===== src/rtl/sched_pkg.sv =====
`default_nettype none
// ============================================================================
// Module   : sched_pkg
// Brief    : Shared constants for the quantum scheduler: slot count, slot-id
//            width and controller state encoding.
// Revision : 1.0
// ============================================================================
package sched_pkg;

    localparam int c_NPROC = 4;
    localparam int c_ID_W  = 2;

    localparam logic [2:0] c_ST_IDLE    = 3'd0;
    localparam logic [2:0] c_ST_RUN     = 3'd1;
    localparam logic [2:0] c_ST_SAVE    = 3'd2;
    localparam logic [2:0] c_ST_SELECT  = 3'd3;
    localparam logic [2:0] c_ST_RESTORE = 3'd4;

endpackage
`default_nettype wire


===== src/rtl/rr_pick.sv =====
`default_nettype none
// ============================================================================
// Module   : rr_pick
// Brief    : Round-robin slot picker; returns the first set mask bit found
//            from i_start upward, wrapping modulo the slot count.
// Revision : 1.0
// ============================================================================
module rr_pick
    import sched_pkg::*;
(
    input  logic [c_NPROC-1:0] i_mask,
    input  logic [c_ID_W-1:0]  i_start,
    output logic [c_ID_W-1:0]  o_id,
    output logic               o_valid
);

    logic [c_NPROC-1:0] w_rot;
    logic [c_ID_W-1:0]  w_off;

    // Rotating the doubled mask puts the search origin at bit 0.
    assign w_rot = 4'({i_mask, i_mask} >> i_start);

    always_comb begin
        w_off = 2'd0;
        if (w_rot[0])      w_off = 2'd0;
        else if (w_rot[1]) w_off = 2'd1;
        else if (w_rot[2]) w_off = 2'd2;
        else if (w_rot[3]) w_off = 2'd3;
    end

    assign o_id    = i_start + w_off;
    assign o_valid = |i_mask;

endmodule
`default_nettype wire


===== src/rtl/quantum_scheduler.sv =====
`default_nettype none
// ============================================================================
// Module   : quantum_scheduler
// Brief    : Time-slice process scheduler with per-slot saved PCs and
//            round-robin selection. final is reserved, hence final_pulse.
// Revision : 1.0
// ============================================================================
module quantum_scheduler
    import sched_pkg::*;
#(
    parameter int QUANTUM = 16,
    parameter int NPROC   = c_NPROC
) (
    input  logic              clock,
    input  logic              reset,
    input  logic              usaQuantum,
    input  logic              step,
    input  logic              final_pulse,
    input  logic              create,
    input  logic [c_ID_W-1:0] create_id,
    input  logic [31:0]       create_pc,
    input  logic [31:0]       cur_pc,
    input  logic              switch_ack,
    output logic              switch_req,
    output logic [31:0]       restore_pc,
    output logic [c_ID_W-1:0] cur_id,
    output logic              idle,
    output logic              create_err,
    output logic [7:0]        qtm_left
);

    localparam logic [7:0] c_QTM = 8'(QUANTUM);

    logic [2:0]        r_state;
    logic [2:0]        w_state_nxt;
    logic [NPROC-1:0]  r_active;
    logic [31:0]       r_pc_tab [NPROC];
    logic [c_ID_W-1:0] r_cur_id;
    logic [7:0]        r_count;
    logic              r_create_err;

    logic              w_save;
    logic              w_reload;
    logic              w_dec;
    logic              w_retire;
    logic              w_pick;
    logic [c_ID_W-1:0] w_pick_id;
    logic              w_pick_valid;
    logic              w_create_ok;
    logic              w_create_bad;

    rr_pick u_rr_pick (
        .i_mask  (r_active),
        .i_start (r_cur_id + 2'd1),
        .o_id    (w_pick_id),
        .o_valid (w_pick_valid)
    );

    // Loading the running slot would clobber the PC about to be saved.
    assign w_create_ok  = create && ((create_id != r_cur_id) || (r_state == c_ST_IDLE));
    assign w_create_bad = create && !w_create_ok;

    always_ff @(posedge clock) begin
        if (reset) r_state <= c_ST_IDLE;
        else       r_state <= w_state_nxt;
    end

    always_comb begin
        w_state_nxt = r_state;
        w_save      = 1'b0;
        w_reload    = 1'b0;
        w_dec       = 1'b0;
        w_retire    = 1'b0;
        w_pick      = 1'b0;
        case (r_state)
            c_ST_IDLE: begin
                if (|r_active) w_state_nxt = c_ST_SELECT;
            end
            c_ST_RUN: begin
                // A halt wins over expiry: the dying process has no PC worth saving.
                if (final_pulse) begin
                    w_retire    = 1'b1;
                    w_state_nxt = c_ST_SELECT;
                end else if (usaQuantum && step) begin
                    if (r_count == 8'd1) begin
                        w_reload    = 1'b1;
                        w_state_nxt = c_ST_SAVE;
                    end else begin
                        w_dec = 1'b1;
                    end
                end
            end
            c_ST_SAVE: begin
                w_save      = 1'b1;
                w_state_nxt = c_ST_SELECT;
            end
            c_ST_SELECT: begin
                if (w_pick_valid) begin
                    w_pick      = 1'b1;
                    w_state_nxt = c_ST_RESTORE;
                end else begin
                    w_state_nxt = c_ST_IDLE;
                end
            end
            c_ST_RESTORE: begin
                if (switch_ack) begin
                    w_reload    = 1'b1;
                    w_state_nxt = c_ST_RUN;
                end
            end
            default: w_state_nxt = c_ST_IDLE;
        endcase
    end

    always_ff @(posedge clock) begin
        if (reset) begin
            r_active     <= '0;
            r_cur_id     <= '0;
            r_count      <= c_QTM;
            r_create_err <= 1'b0;
            for (int i = 0; i < NPROC; i++) r_pc_tab[i] <= '0;
        end else begin
            r_create_err <= w_create_bad;
            if (w_reload)   r_count <= c_QTM;
            else if (w_dec) r_count <= r_count - 8'd1;
            if (w_pick)     r_cur_id <= w_pick_id;
            if (w_save)     r_pc_tab[r_cur_id] <= cur_pc;
            if (w_retire)   r_active[r_cur_id] <= 1'b0;
            if (w_create_ok) begin
                r_active[create_id] <= 1'b1;
                r_pc_tab[create_id] <= create_pc;
            end
        end
    end

    assign switch_req = (r_state == c_ST_RESTORE);
    assign restore_pc = r_pc_tab[r_cur_id];
    assign cur_id     = r_cur_id;
    assign idle       = (r_state == c_ST_IDLE);
    assign create_err = r_create_err;
    assign qtm_left   = r_count;

endmodule
`default_nettype wire


===== config.mk =====
export PLATFORM = sky130hd
export DESIGN_NAME = quantum_scheduler
export DESIGN_NICKNAME = d
export VERILOG_FILES = /design/src/rtl/sched_pkg.sv /design/src/rtl/rr_pick.sv /design/src/rtl/quantum_scheduler.sv
export SDC_FILE = /design/constraint.sdc
export NUM_CORES = 1
export LEC_CHECK = 0
export ABC_AREA = 1
export CAP_MARGIN = 20
export CORE_ASPECT_RATIO = 1.1
export CORE_MARGIN = 2
export CORE_UTILIZATION = 50
export CTS_CLUSTER_SIZE = 25
export DETAILED_ROUTE_END_ITERATION = 10
export PLACE_DENSITY = 0.78
export SLEW_MARGIN = 10
export SYNTH_ARGS = -nofsm -noshare
export SYNTH_HDL_FRONTEND = slang
export SYNTH_SLANG_ARGS = --single-unit
export TNS_END_PERCENT = 5

===== constraint.sdc =====
create_clock -name clock -period 5.51 [get_ports clock]
set_input_delay 1.102 -clock clock [delete_from_list [all_inputs] [get_ports clock]]
set_output_delay 1.102 -clock clock [all_outputs]
set_load 0.05 [all_outputs]

======== Word-level counts from Yosys, hierarchy flattened ========
Memories as Yosys holds them, arrays and structs flattened. A register that Yosys moved wholly into a read port is not among the register bits.
Cells that the tools add are included.
storage, ports and cells
  bits in registers ....................... 18
  memory bits (writable) .................. 128
  input bits .............................. 73
  output and inout port bits .............. 45
  word-level logic and storage cells ...... 88
  memories kept ........................... 1
operators by class
  $add $sub $neg .......................... 3
  magnitude comparators ................... 4
  equality and inequality tests ........... 10
  shift operators ......................... 1
  multiplexer cells ....................... 48
  bitwise gates (word level) .............. 3
  reductions and logical operators ........ 13
memory list
  name      depth  bits a word  read ports  clocked after Yosys merged registers in  wr ports  RTL line                 text
  r_pc_tab  4      32           1           1                                        4         quantum_scheduler.sv:37  logic [31:0] r_pc_tab [NPROC];
operator list
  cell                                                                           count
  32-bit 2-to-1 mux                                                              2
  32-bit OR reduction                                                            2
  1-bit 2-to-1 mux                                                               25
  3-bit 2-to-1 mux                                                               6
  2-bit 2-to-1 mux                                                               8
  3-bit one-hot mux with 5 select lines                                          1
  4-bit 2-to-1 mux                                                               3
  8-bit by 1-bit == test with 1-bit output (second input constant)               1
  8-bit by 2-bit >> shifter with 4-bit output                                    1
  8-bit by 1-bit subtractor with 8-bit output (second input constant)            1
  3-bit by 2-bit == test with 1-bit output (second input constant)               2
  2-bit by 3-bit less-than comparator with 1-bit output (second input constant)  2
  3-bit != test (second input constant)                                          2
  1-bit logical AND                                                              5
  4-bit AND                                                                      1
  1-bit demux with 2-bit select                                                  2
  2-bit by 1-bit >= comparator with 1-bit output (second input constant)         2
  4-bit inverter                                                                 1
  4-bit bitwise OR                                                               1
  4-bit AND reduction                                                            1
  4-bit OR reduction                                                             1
  3-bit by 1-bit == test with 1-bit output (second input constant)               1
  3-bit == test (second input constant)                                          1
  3-bit logical NOT                                                              1
  9 further kinds                                                                9

======== Logic depth before layout (Yosys ltp) ========
Gate-level depths: netlist (run 1).
  depth in word-level cells ............... 10
  mapped depth ............................ 14
  depth with buffers taken out ............ 13

======== By module ========
Synthesis (run 1) repeated with hierarchy kept, for this count alone.
unflattened totals
  cells, all modules ...................... 1014
  area, all modules ....................... 8090.3 sq um
by module, submodules not included
  module             times used  cells each  area an instance (sq um)  seq. area each (sq um)
  quantum_scheduler  1           979         7922.6                    4244.1
  rr_pick            1           35          167.7                     0.0

======== Least setup slack after synthesis (run 1) ========
No wires, ideal clock.
  path type ............................... input port to flip-flop
  from .................................... input create_id[0]
  to ...................................... memory r_pc_tab[0][0] (enable)
  setup time .............................. 0.561 ns
  arrival time ............................ 2.554 ns
  setup slack ............................. 2.394 ns
  stages .................................. 7
  cells stage by stage .................... xnor2_1 -> nand3_1 -> nand2_1 -> inv_2 -> nand2_1 -> buf_2 -> nand3_1
RTL lines
  what                RTL line                 text
  start: declaration  quantum_scheduler.sv:20  input logic [c_ID_W-1:0] create_id,
  end: declaration    quantum_scheduler.sv:37

==> results of run 1 <==
-- synthesized netlist by cell type (2+ instances only) --
cell	n	area [sq um]
a21oi_1	9	45.04
buf_1	2	7.510
buf_2	18	90.09
buf_6	5	56.30
clkbuf_1	23	86.33
dfxtp_1	20	400.4
edfxtp_1	128	3844
ha_1	7	87.58
inv_1	86	322.8
nand2_1	81	304.0
nand2_2	3	18.77
nand3_1	33	165.2
nand4_1	5	31.28
nor2_1	113	424.2
nor2_2	3	18.77
o21ai_0	68	340.3
o21ai_1	21	105.1
o21ai_2	9	78.83
o22ai_1	128	800.8
xnor2_1	6	52.55
xor2_1	3	26.28
-- area by class of cell --
class	count	area [sq um]	share of cell area, %
tap	192	240.2	2.600
sequential	148	4245	45.94
clock buffer	23	510.5	5.525
inverter	88	330.3	3.575
clock inverter	9	91.34	0.9885
multi-input combinational	497	2576	27.88
timing repair buffer	127	1246	13.49
-- power groups by stage --
stage,Combinational (W),Clock [W],Sequential (W)
finish,0.00107,0.00116,0.00142
global route,0.00114,0.00119,0.00143
CTS,0.00107,0.00115,0.00142
detailed placement,0.00107,0,0.00144
global placement,0.00105,0,0.00144
floorplan,0.000711,0,0.00144
-- metal layers --
metal	GRT usage [%]	up-vias	wire [um]
li1	-	2978	-
met1	30.37	2941	7676
met2	42.25	317	9681
met3	5.122	32	1413
met4	7.712	0	290
met5	0	-	0
-- registers in the layout, summed over array words and instances, names as in the netlist, named ones only --
name / cells
r_active: 4
create_err: 1
r_pc_tab: 128
r_state: 3
cur_id: 2
qtm_left: 8
-- worst paths after layout --
path	from	to	slack [ns]	depth (start not counted)
worst max-delay path	flip-flop	restore_pc[21]	1.54	4
worst min-delay path	qtm_left[7]$_SDFFE_PP0P_	qtm_left[7]$_SDFFE_PP0P_	0.51	2
worst max register to register	r_state[0]$_SDFFE_PP0P_	r_pc_tab[0][6]$_DFFE_PP_	2.55	9
worst min register to register	qtm_left[7]$_SDFFE_PP0P_	qtm_left[7]$_SDFFE_PP0P_	0.51	2
-- worst min-delay path, cell delays in order (launching register included) --
cell and delay, ns:
dfxtp_1 0.34, nand2_1 0.07, a21oi_1 0.06
-- per-stage QoR --
| stage | worst slack [ns] | util, % | total power, W | cells | instance area (sq um) |
|---|---|---|---|---|---|
| floorplan | 2.394 | - | 0.002154 | 782 | 7378 |
| global placement | 1.263 | 59.80 | 0.002487 | 1052 | 8638 |
| detailed placement | 1.222 | 59.80 | 0.002506 | 1052 | 8638 |
| CTS | 1.567 | 63.96 | 0.003642 | 1084 | 9240 |
| global route | 1.383 | 63.96 | 0.003770 | 1084 | 9240 |
| finish | 1.540 | 63.96 | 0.003646 | 1084 | 9240 |
-- cells by family (layout without fill, tap and decap cells) --
group | after synthesis | in the layout
compound gates | 239 | 239
xor+xnor | 9 | 9
fa+ha+maj | 7 | 7
buf+inv | 137 | 247
flops | 148 | 148
simple gates | 242 | 242
==> reports/metrics.yaml, run 1 <==
yosys:
  synth_top_family_by_area: "compound AO/OA/AOI/OAI gates"
  synth-xor-area-share_pct: 1.068
  async_flop_share_pct: 0
  syn_area_sq_um: 7378
  syn_area_per_cell_sq_um: 9.435
  synthMuxAreaShare_pct: 0
  syn_inst: 782
  ys.flop_type: "edfxtp_1"
  synth_cell_types: 32
  synth_enable_flop_cells: 128
  yosys_warnings: 0
  synth-compound-area-share_pct: 18.96
  ys_seq_area_share_pct: 57.52
  synth-adder-area-share_pct: 1.187
  yosys.area_share.simple_pct: 13.43
  ys_ff_latch: 148
  synth_nets: 862
timing:
  fmax_mhz: 251.9
  whs_ns: 0.5144
  rsz0062_at_grt: "false"
  setup_violations: 0
  final.setup.tns_ns: 0
  final_max_slew_viol_count: 0
  max_slew_margin_pct: 31.43
  period_minus_slack_ns: 3.970
  tightest_slew_ns: 1.027
  fin_crit_sh_pct: 72.06
  hold_viol: 0
  skew_ns: 0.009524
floorplanning:
  start_util_pct: 51.07
  ios: 118
  coreArea_sq_um: 14450
  die_h_um: 131.4
  die_area_sq_um: 15750
  fp-row-count: 46
  die_x_um: 119.8
power:
  netSwitchingPower_w: 0.001225
  p_int_w: 0.002421
  swShare_pct: 33.60
  p_comb_share_pct: 29.4
  sequentialPowerShare_pct: 39.0
  p_per_area_nw_per_um2: 394.6
  p_leak_nw: 3.591
  pwr-share-clk_pct: 31.7
  ir_drop_mv: 0.2859
global_routing:
  grt_max_degree: 66
  grt_pass1_vias: 6089
  grt_overflow: 0
  grtUsageTotal_pct: 24.37
  antenna_found_initial: 0
  grt_pass1_wl_mm: 30.22
drt:
  ant_nets: 0
  drc_errors: 0
  vias_per_cell: 5.782
  vias: 6268
  dr.pass1.iters: 8
  wl_per_cell_um: 17.58
  wirelength_mm: 19.06
  drt_iter0_drc: 775
job:
  cap_violations: 0
critical_path:
  crit_arrival_ns: 2.87
  critPathTopFamily: "buffers and inverters"
  cp-start-kind: "flip-flop"
  worstPathMaxFanout: 32
  critical_path_required_ns: 4.41
  cp_slowest_stage_delay_ns: 0.87
  cp-end-kind: "output port"
  critical_path.cell_chain: "inv_1 > o21ai_0 > o22ai_1 > clkdlybuf4s50_1"
  cpMaxStageDelayCell: "clkdlybuf4s50_1"
  crit_type: "reg2out"
  crit_buf_inv: 2
clocking:
  cts_tree: "yes"
  cts_root_buf: "clkbuf_16"
  clock_sinks: 148
  cts.path.max_buffers: 2
  htree_levels: 4
  cts_made_buffers: 17
  clk_pin_slew_ns: 0.06
  clock_latency_ns: 0.42
  post_cts_buffers: 0
  cts_resized: 0
  cts-hold-fix-buffers: 0
layout:
  area_delta_synth_final_pct: 25.23
  layout-drive-gt1-share_pct: 7.175
  final_cell_mix: "o22ai_1, edfxtp_1, clkdlybuf4s50_1"
  fillers: 1163
  diodes: 0
  nets: 959
placed_design:
  hpwlAfterDp_mm: 11.53
  gp_congestion: 0.8798
  io_buffer_count: 117
outcome:
  status: "complete, no violations"
hold_path:
  hold_class: "reg2reg"
(Power assumes the default switching activity.)
==> run 2: changes to the inputs <==
==> constraint.sdc (replaced) <==
create_clock -name clock -period 3.8 [get_ports clock]
set_input_delay 0.76 -clock clock [delete_from_list [all_inputs] [get_ports clock]]
set_output_delay 0.76 -clock clock [all_outputs]
set_load 0.05 [all_outputs]
==> run 2 against run 1 <==
Die area unchanged; final cell count increased by 0.37%; non-clock buffer count increased by 4; register-to-register slack got worse by 1.3 ns; largest cell class unchanged; sequential cell count unchanged; sequential share of layout area increased by 0.11 points; count of clock-buffer cells in the layout unchanged; critical endpoint unchanged; global-route usage increased by 0.57 points; setup slack got worse by 0.86 ns; critical path depth unchanged; core utilization decreased by 0.16 points; clock skew decreased by 0.0045 ns.
==> reports/metrics.yaml, run 2 (same netlist as run 1, synthesis figures left out) <==
clocking:
  clock_sinks: 148  # unchanged
  cts.path.max_buffers: 2  # unchanged
  clk_pin_slew_ns: 0.06  # about the same
  cts_resized: 0  # unchanged
  htree_levels: 4  # unchanged
  cts_tree: "yes"
  clock_latency_ns: 0.42  # about the same
  cts_root_buf: "clkbuf_16"
  post_cts_buffers: 0  # unchanged
  cts-hold-fix-buffers: 0  # unchanged
  cts_made_buffers: 17  # unchanged
floorplanning:
  fp-row-count: 46  # unchanged
  coreArea_sq_um: 14450  # unchanged
  die_h_um: 131.4  # unchanged
  die_area_sq_um: 15750  # unchanged
  start_util_pct: 51.07  # unchanged
  die_x_um: 119.8  # unchanged
  ios: 118  # unchanged
drt:
  vias: 6364  # +1.5%
  met1_length_mm: 7.656  # -0.26%
  ant_nets: 0  # unchanged
  dr.pass1.iters: 6  # -2
  top_layer: "met4"
  wl_met2_mm: 9.631  # -0.52%
  drt_iter0_drc: 698  # -9.9%
  routed-wl-met3_mm: 1.657  # +17%
  wirelength_mm: 19.40  # +1.8%
  drc_errors: 0  # unchanged
  vias_per_cell: 5.849  # +1.2%
  wl_per_cell_um: 17.83  # +1.4%
timing:
  max_slew_margin_pct: 30.36  # -1.1 points
  fmax_mhz: 320.6
  hold_viol: 0  # unchanged
  skew_ns: 0.005035  # -0.004489 ns
  period_minus_slack_ns: 3.120
  setup_violations: 0  # unchanged
  fin_crit_sh_pct: 82.09
  final.setup.tns_ns: 0  # unchanged
  tightest_slew_ns: 1.043  # +0.01629 ns
  final_max_slew_viol_count: 0  # unchanged
  rsz0062_at_grt: "false"
hold_path:
  hold_class: "reg2reg"
  hp-start: "qtm_left[7]$_SDFFE_PP0P_"
layout:
  largest_reg_flops: 128  # unchanged
  fillers: 1174  # +0.95%
  layout-drive-gt1-share_pct: 11.05  # +3.9 points
  area_delta_synth_final_pct: 24.93
  diodes: 0  # unchanged
  regMostFlops: "r_pc_tab"
  final_cell_mix: "o22ai_1, edfxtp_1, nor2_1"
  nets: 963  # +0.42%
job:
  cap_violations: 0  # unchanged
power:
  netSwitchingPower_w: 0.001763  # +44%
  finalPower_w: 0.005304  # +45%
  ir_drop_mv: 0.4214  # +47%
  p_comb_share_pct: 28.9  # -0.5 points
  sequentialPowerShare_pct: 38.8  # -0.2 points
  p_per_area_nw_per_um2: 575.5  # +46%
  p_int_w: 0.003541  # +46%
  swShare_pct: 33.24  # -0.36 points
  p_leak_nw: 3.675  # +2.3%
  pwr-share-clk_pct: 32.3  # +0.6 points
global_routing:
  grt_overflow: 0  # unchanged
  grt_pass1_vias: 6155  # +1.1%
  grt_pass1_wl_mm: 30.82  # +2.0%
  antenna_found_initial: 0  # unchanged
  grt_max_degree: 66  # unchanged
  grtUsageTotal_pct: 24.94  # +0.57 points
critical_path:
  critical_path_required_ns: 3.04  # -1.37 ns
  cp_slowest_stage_delay_ns: 0.75  # -0.12 ns
  cp-start-kind: "flip-flop"
  worstPathMaxFanout: 32  # unchanged
  cpMaxStageDelayCell: "inv_1"
  rr_startpoint: "cur_id[0]$_SDFFE_PP0P_"
  crit_arrival_ns: 2.36  # -0.51 ns
  cp-end-kind: "output port"
  crit_type: "reg2out"
  critical_path.cell_chain: "inv_1 > o21ai_0 > o22ai_1 > buf_4"
placed_design:
  gp_congestion: 0.8480  # -3.6%
  io_buffer_count: 117  # unchanged
  hpwlAfterDp_mm: 11.66  # +1.1%
outcome:
  status: "complete, no violations"
[run 2: final cells by class]
class | instances | area, sq um | area share [%]
tap | 192 | 240.2 | 2.606
multi-input combinational | 497 | 2576 | 27.95
clock buffer | 23 | 478.0 | 5.185
clock inverter | 9 | 126.4 | 1.371
timing repair buffer | 131 | 1221 | 13.25
sequential | 148 | 4245 | 46.06
inverter | 88 | 330.3 | 3.584
[run 2: layer usage]
metal  up-vias  track usage [%]
met4         0            9.281
li1       2993                -
met3        39            5.903
met2       327            41.52
met1      3005            31.63
met5         -                0
[run 2: through the flow]
| step | area, sq um | std cells | setup slack, ns | hold WS [ns] | util, % |
|---|---|---|---|---|---|
| global placement | 8613 | 1056 | 0.6479 | 0.4731 | 59.62 |
| finish | 9218 | 1088 | 0.6804 | 0.4866 | 63.81 |
| global route | 9218 | 1088 | 0.5362 | 0.5247 | 63.81 |
| detailed placement | 8613 | 1056 | 0.5702 | 0.4846 | 59.62 |
| floorplan | 7378 | 782 | 0.8819 | 0.4729 | - |
| CTS | 9218 | 1088 | 0.7011 | 0.4954 | 63.81 |
[run 2: final timing paths]
kind | to | slack, ns | cells after the start
setup / recovery | restore_pc[21] | 0.68 | 4
hold / removal | qtm_left[7]$_SDFFE_PP0P_ | 0.49 | 2
setup reg to reg | cur_id[1]$_SDFFE_PP0P_ | 1.26 | 13
hold reg to reg | qtm_left[7]$_SDFFE_PP0P_ | 0.49 | 2
[run 2: worst max-delay path: cells and delay by family, from the launching register on]
kind | cells | cell delay, ns
flip-flops | 1 | 0.32
buffers and inverters | 2 | 1.02
AO/OA/AOI/OAI | 2 | 0.58
[run 2: power groups by stage]
stage	combinational, W	clock, W	sequential (W)
2_1_floorplan	0.00103	0	0.00209
3_3_place_gp	0.00150	0	0.00208
3_5_place_dp	0.00152	0	0.00209
4_1_cts	0.00153	0.00172	0.00206
5_1_grt	0.00164	0.00179	0.00207
6_report	0.00153	0.00172	0.00206
